<file path="config.mk">
export PLATFORM = sky130hd
export DESIGN_NAME = lsu_bus_sequencer
export DESIGN_NICKNAME = d
export VERILOG_FILES = /design/src/rtl/lsu_bus_sequencer.sv
export SDC_FILE = /design/constraint.sdc
export NUM_CORES = 1
export LEC_CHECK = 0
export CELL_PAD_IN_SITES_DETAIL_PLACEMENT = 1
export CELL_PAD_IN_SITES_GLOBAL_PLACEMENT = 1
export CORE_ASPECT_RATIO = 0.8
export CORE_MARGIN = 2
export CORE_UTILIZATION = 40
export CTS_BUF_LIST = sky130_fd_sc_hd__clkbuf_4
export DETAILED_ROUTE_END_ITERATION = 10
export DONT_BUFFER_PORTS = 1
export MAX_ROUTING_LAYER = met4
export PLACE_DENSITY = 0.73
export SETUP_SLACK_MARGIN = 0.4
export SLEW_MARGIN = 20
export SYNTH_ARGS = -nofsm -noshare
export SYNTH_HDL_FRONTEND = slang
export SYNTH_SLANG_ARGS = --single-unit
</file>
<file path="constraint.sdc">
create_clock -name clk -period 5.6 [get_ports clk]
set_input_delay 1.12 -clock clk [delete_from_list [all_inputs] [get_ports clk]]
set_output_delay 1.12 -clock clk [all_outputs]
set_load 0.01 [all_outputs]
</file>
<file path="src/rtl/lsu_bus_sequencer.sv">
`default_nettype none
// ============================================================================
// Module   : lsu_bus_sequencer
// Purpose  : Puts LSU loads/stores and fetch byte reads onto the 8-bit bus,
//            splitting 16-bit accesses into two little-endian byte cycles.
// Revision : 1.0  initial release
// ============================================================================
module lsu_bus_sequencer #(
    parameter logic DATA_FIRST = 1'b1
) (
    input  logic        clk,
    input  logic        a_rst,
    input  logic        rq_start,
    input  logic        rq_cmd,
    input  logic        rq_width,
    input  logic        rq_tag,
    input  logic [15:0] rq_adr,
    input  logic [15:0] rq_wdata,
    output logic        lsu_wait,
    output logic [15:0] lsu_data_out,
    output logic        lsu_data_tag,
    output logic        lsu_data_wb,
    input  logic        if_req,
    input  logic [15:0] if_adr,
    output logic        if_ack,
    output logic [7:0]  if_data,
    output logic [15:0] mem_adr,
    output logic [7:0]  mem_wdata,
    output logic        mem_rd,
    output logic        mem_wr,
    input  logic        mem_rdy,
    input  logic [7:0]  mem_rdata
);

    typedef enum logic [1:0] {
        S_IDLE  = 2'd0,
        S_D_LO  = 2'd1,
        S_D_HI  = 2'd2,
        S_FETCH = 2'd3
    } state_t;

    state_t      state_q;
    logic        cmd_q;
    logic        width_q;
    logic        tag_q;
    logic [7:0]  hi_byte_q;
    logic [7:0]  lo_byte_q;
    logic        data_acc;
    logic        fetch_acc;

    assign data_acc  = (state_q == S_IDLE) & rq_start & (DATA_FIRST | ~if_req);
    assign fetch_acc = (state_q == S_IDLE) & ~data_acc & if_req;
    assign lsu_wait  = rq_start & ~data_acc;

    // Strobes/address are registered alongside the state so they follow it exactly.
    always_ff @(posedge clk or posedge a_rst) begin
        if (a_rst) begin
            state_q      <= S_IDLE;
            cmd_q        <= 1'b0;
            width_q      <= 1'b0;
            tag_q        <= 1'b0;
            hi_byte_q    <= 8'h00;
            lo_byte_q    <= 8'h00;
            lsu_data_out <= 16'h0000;
            lsu_data_tag <= 1'b0;
            lsu_data_wb  <= 1'b0;
            if_ack       <= 1'b0;
            if_data      <= 8'h00;
            mem_adr      <= 16'h0000;
            mem_wdata    <= 8'h00;
            mem_rd       <= 1'b0;
            mem_wr       <= 1'b0;
        end else begin
            lsu_data_wb <= 1'b0;
            if_ack      <= 1'b0;
            case (state_q)
                S_IDLE: begin
                    if (data_acc) begin
                        state_q   <= S_D_LO;
                        cmd_q     <= rq_cmd;
                        width_q   <= rq_width;
                        tag_q     <= rq_tag;
                        hi_byte_q <= rq_wdata[15:8];
                        mem_adr   <= rq_adr;
                        mem_wdata <= rq_wdata[7:0];
                        mem_rd    <= ~rq_cmd;
                        mem_wr    <= rq_cmd;
                    end else if (fetch_acc) begin
                        state_q <= S_FETCH;
                        mem_adr <= if_adr;
                        mem_rd  <= 1'b1;
                    end
                end
                S_D_LO: begin
                    if (mem_rdy) begin
                        lo_byte_q <= mem_rdata;
                        if (width_q) begin
                            state_q   <= S_D_HI;
                            mem_adr   <= mem_adr + 16'd1;
                            mem_wdata <= hi_byte_q;
                        end else begin
                            state_q <= S_IDLE;
                            mem_rd  <= 1'b0;
                            mem_wr  <= 1'b0;
                            if (!cmd_q) begin
                                lsu_data_wb  <= 1'b1;
                                lsu_data_out <= {8'h00, mem_rdata};
                                lsu_data_tag <= tag_q;
                            end
                        end
                    end
                end
                S_D_HI: begin
                    if (mem_rdy) begin
                        state_q <= S_IDLE;
                        mem_rd  <= 1'b0;
                        mem_wr  <= 1'b0;
                        if (!cmd_q) begin
                            lsu_data_wb  <= 1'b1;
                            lsu_data_out <= {mem_rdata, lo_byte_q};
                            lsu_data_tag <= tag_q;
                        end
                    end
                end
                S_FETCH: begin
                    if (mem_rdy) begin
                        state_q <= S_IDLE;
                        mem_rd  <= 1'b0;
                        if_ack  <= 1'b1;
                        if_data <= mem_rdata;
                    end
                end
                default: state_q <= S_IDLE;
            endcase
        end
    end

endmodule
`default_nettype wire

</file>
==> reports/summary.json <==
{
  "crit_type": {"value": "register to primary output"},
  "place_area": {"value": 3780, "unit": "um2"},
  "power.density": {"value": 615, "unit": "nW/um2"},
  "static-leakage-power": {"value": 0.00168, "unit": "uW"},
  "worstSkewPairLatency": {"value": 0.44, "unit": "ns"},
  "fmax": {"value": 373, "unit": "MHz"},
  "initial_core_util": {"value": 41.4, "unit": "%"},
  "grt_setup_unrepaired": {"value": "false"},
  "ctsHtreeMaxLevel": {"value": 3},
  "min_period_over_period": {"value": 47.9, "unit": "%"},
  "drtAntennaViolNets": {"value": 0},
  "hold_violations": {"value": 0},
  "drt-wirelength-per-cell": {"value": 20.3, "unit": "um"},
  "max_cap_viol_count": {"value": 0},
  "vias": {"value": 2665},
  "vdd_ir_drop_max": {"value": 0.304, "unit": "mV"},
  "status": {"value": "complete, no violations"},
  "dieWidth": {"value": 112, "unit": "um"},
  "place.port_buffers": {"value": 0},
  "core": {"value": 9080, "unit": "um2"},
  "sequential_element_share_of_the_synthesized_area": {"value": 49.3, "unit": "%"},
  "grt_overflow": {"value": 0},
  "asyncSetResetFlopFracSynth": {"value": 100, "unit": "%"},
  "min-delay-path-class": {"value": "register to register"},
  "syn_area_per_cell": {"value": 10.8, "unit": "um2"},
  "leading_cell_types_in_the_layout_fill_and_taps_excluded": {"value": "74 x sky130_fd_sc_hd__dfrtp_1, 41 x sky130_fd_sc_hd__nand2_1, 38 x sky130_fd_sc_hd__mux2_2"},
  "via_per_inst": {"value": 5.81},
  "post_synth_inst_count": {"value": 348},
  "fp.dieH": {"value": 90.7, "unit": "um"},
  "critical_path_arrival": {"value": 1.56, "unit": "ns"},
  "syn-num-nets": {"value": 419},
  "clkSlewWorstSetupHoldPaths": {"value": 0.13, "unit": "ns"},
  "pin_count_of_the_biggest_net_entering_global_routing": {"value": 56},
  "synth_top_flop_cell": {"value": "sky130_fd_sc_hd__dfrtp_1"},
  "antenna_found_initial": {"value": 0},
  "finish.net_count": {"value": 410},
  "cts_made_buffers": {"value": 9},
  "final_count_of_negative_setup_slack_endpoints": {"value": 0},
  "cts_setup_buffers": {"value": 0},
  "tightestPinTransition": {"value": 0.875, "unit": "ns"},
  "holdWs": {"value": 0.520, "unit": "ns"},
  "drt_first_pass_iters": {"value": 4},
  "synth-warning-count": {"value": 0},
  "finalSetupTns": {"value": 0, "unit": "ns"},
  "row_cnt": {"value": 31},
  "groute.usage.overall": {"value": 19.3, "unit": "%"},
  "finClkSkew": {"value": 0.00989, "unit": "ns"},
  "grt_pass1_wl": {"value": 14.9, "unit": "mm"},
  "finish.instance_area": {"value": 3950, "unit": "um2"},
  "design.die.area": {"value": 10200, "unit": "um2"},
  "cts.path.max_buffers": {"value": 2},
  "fin_crit": {"value": 2.68, "unit": "ns"},
  "required": {"value": 4.48, "unit": "ns"},
  "slew_headroom": {"value": 41.7, "unit": "%"},
  "drt_iter0_markers": {"value": 133},
  "clock_sinks": {"value": 74},
  "synth-edff-count": {"value": 0},
  "count_of_distinct_cell_types_in_the_synthesized_netlist": {"value": 42},
  "clock_tree_from_tritoncts": {"value": "yes"},
  "finalMaxSlewViolations": {"value": 0},
  "place.gp.congestion": {"value": 0.801},
  "clockRootBuffer": {"value": "sky130_fd_sc_hd__clkbuf_4"},
  "p_total": {"value": 2430, "unit": "uW"},
  "cts.hold.buffers_added": {"value": 0},
  "layout-drive-gt1-share": {"value": 18.9, "unit": "%"},
  "insertedDiodeCount": {"value": 0},
  "layout_commonest_cell": {"value": "sky130_fd_sc_hd__dfrtp_1"},
  "io-pin-count": {"value": 118},
  "syn2layout_area_growth": {"value": 5.06, "unit": "%"},
  "timing.critical_path.fanout_max": {"value": 10},
  "remaining_drc_errors": {"value": 0},
  "synthesis.area": {"value": 3760, "unit": "um2"},
  "routed_wirelength": {"value": 9.33, "unit": "mm"},
  "end_kind": {"value": "primary output"},
  "detailedPlacementHpwl": {"value": 6.62, "unit": "mm"},
  "cp-start-kind": {"value": "register"},
  "ys_ff_latch": {"value": 74},
  "first_global_vias": {"value": 2709},
  "ctsResizeCount": {"value": 0}
}
==> per-layer routing <==
metal  routed length, um  track usage (%)  vias to the layer above
met1                4190             24.8                     1315
met2                4400             28.8                       88
met3                 668             7.32                       10
li1                    -                -                     1252
met5                   0                -                        -
met4                  76             5.08                        0
==> worst max-delay path: stages, from the launching register on <==
cell and delay [ns]:
sky130_fd_sc_hd__dfrtp_1 0.46, sky130_fd_sc_hd__inv_1 0.11, sky130_fd_sc_hd__ha_1 0.32, sky130_fd_sc_hd__nor2b_1 0.24
==> cell families (layout without fill, tap and decap cells) <==
logic type | count (synthesis) | after routing | share of synthesized area, %
and+or+nand+nor | 93 | 93 | 12.6
AOI/OAI and AO/OA | 85 | 85 | 14.2
DFF | 74 | 74 | 49.3
muxes | 59 | 59 | 17.1
buffers and inverters | 30 | 26 | 4.49
adders and majority gates | 7 | 7 | 2.33
==> state kept, by name (all words and copies together), names as in the netlist <==
name,flops
mem_wdata,8
mem_wr,1
lo_byte_q,8
mem_adr,16
lsu_data_wb,1
tag_q,1
if_data,8
width_q,1
if_ack,1
lsu_data_tag,1
cmd_q,1
mem_rd,1
hi_byte_q,8
state_q,2
lsu_data_out,16
==> cell usage after synthesis (5+ instances only) <==
master                      number  area [um2]
sky130_fd_sc_hd__o21ai_0        22         110
sky130_fd_sc_hd__buf_6           5        56.3
sky130_fd_sc_hd__o22ai_1         8        50.1
sky130_fd_sc_hd__inv_1           8        30.0
sky130_fd_sc_hd__buf_2          11        55.1
sky130_fd_sc_hd__dfrtp_1        74        1850
sky130_fd_sc_hd__a21oi_1        24         120
sky130_fd_sc_hd__ha_1            7        87.6
sky130_fd_sc_hd__nand4_1         5        31.3
sky130_fd_sc_hd__a2bb2oi_1       8        70.1
sky130_fd_sc_hd__mux2i_1        20         200
sky130_fd_sc_hd__nand2_1        41         154
sky130_fd_sc_hd__nor2_1          8        30.0
sky130_fd_sc_hd__nand3_1         8        40.0
sky130_fd_sc_hd__and3_1          9        56.3
sky130_fd_sc_hd__nor2b_1         8        50.1
sky130_fd_sc_hd__mux2_2         38         428
==> power breakdown <==
part / total, uW / internal, uW / switching [uW]
Clock: 352 / 139 / 213
Sequential: 1100 / 792 / 311
Combinational: 974 / 446 / 528
Total: 2430 / 1380 / 1050
==> through the flow <==
step           instances  setup WS (ns)  utilization (%)
2_1_floorplan        348           2.60                -
3_5_place_dp         442           2.63             41.6
3_3_place_gp         442           2.87             41.6
4_1_cts              458           2.62             43.2
6_report             459           2.92             43.5
5_1_grt              459           2.78             43.5
==> path summary, 6_finish.rpt <==
check	slack [ns]	from	depth (start not counted)	endpoint
worst min register to register	0.52	hi_byte_q[7]	1	hi_byte_q[7]
max in group asynchronous	3.90	a_rst	2	mem_adr[12]
worst max register to register	3.26	state_q[0]	5	lsu_data_out[12]
worst max-delay path	2.92	state_q[0]	3	lsu_wait
min in group asynchronous	0.67	a_rst	1	if_data[1]
worst min-delay path	0.52	hi_byte_q[7]	1	hi_byte_q[7]
==> final cells by class <==
type / count / area, um2
Fill cell: 993 / 5130
Sequential cell: 74 / 1850
Multi-Input combinational cell: 244 / 1750
Tap cell: 115 / 144
Clock inverter: 7 / 76.3
Clock buffer: 9 / 67.6
Inverter: 8 / 30.0
Timing Repair Buffer: 2 / 27.5
No activity file was read; power rests on OpenSTA's default activity.
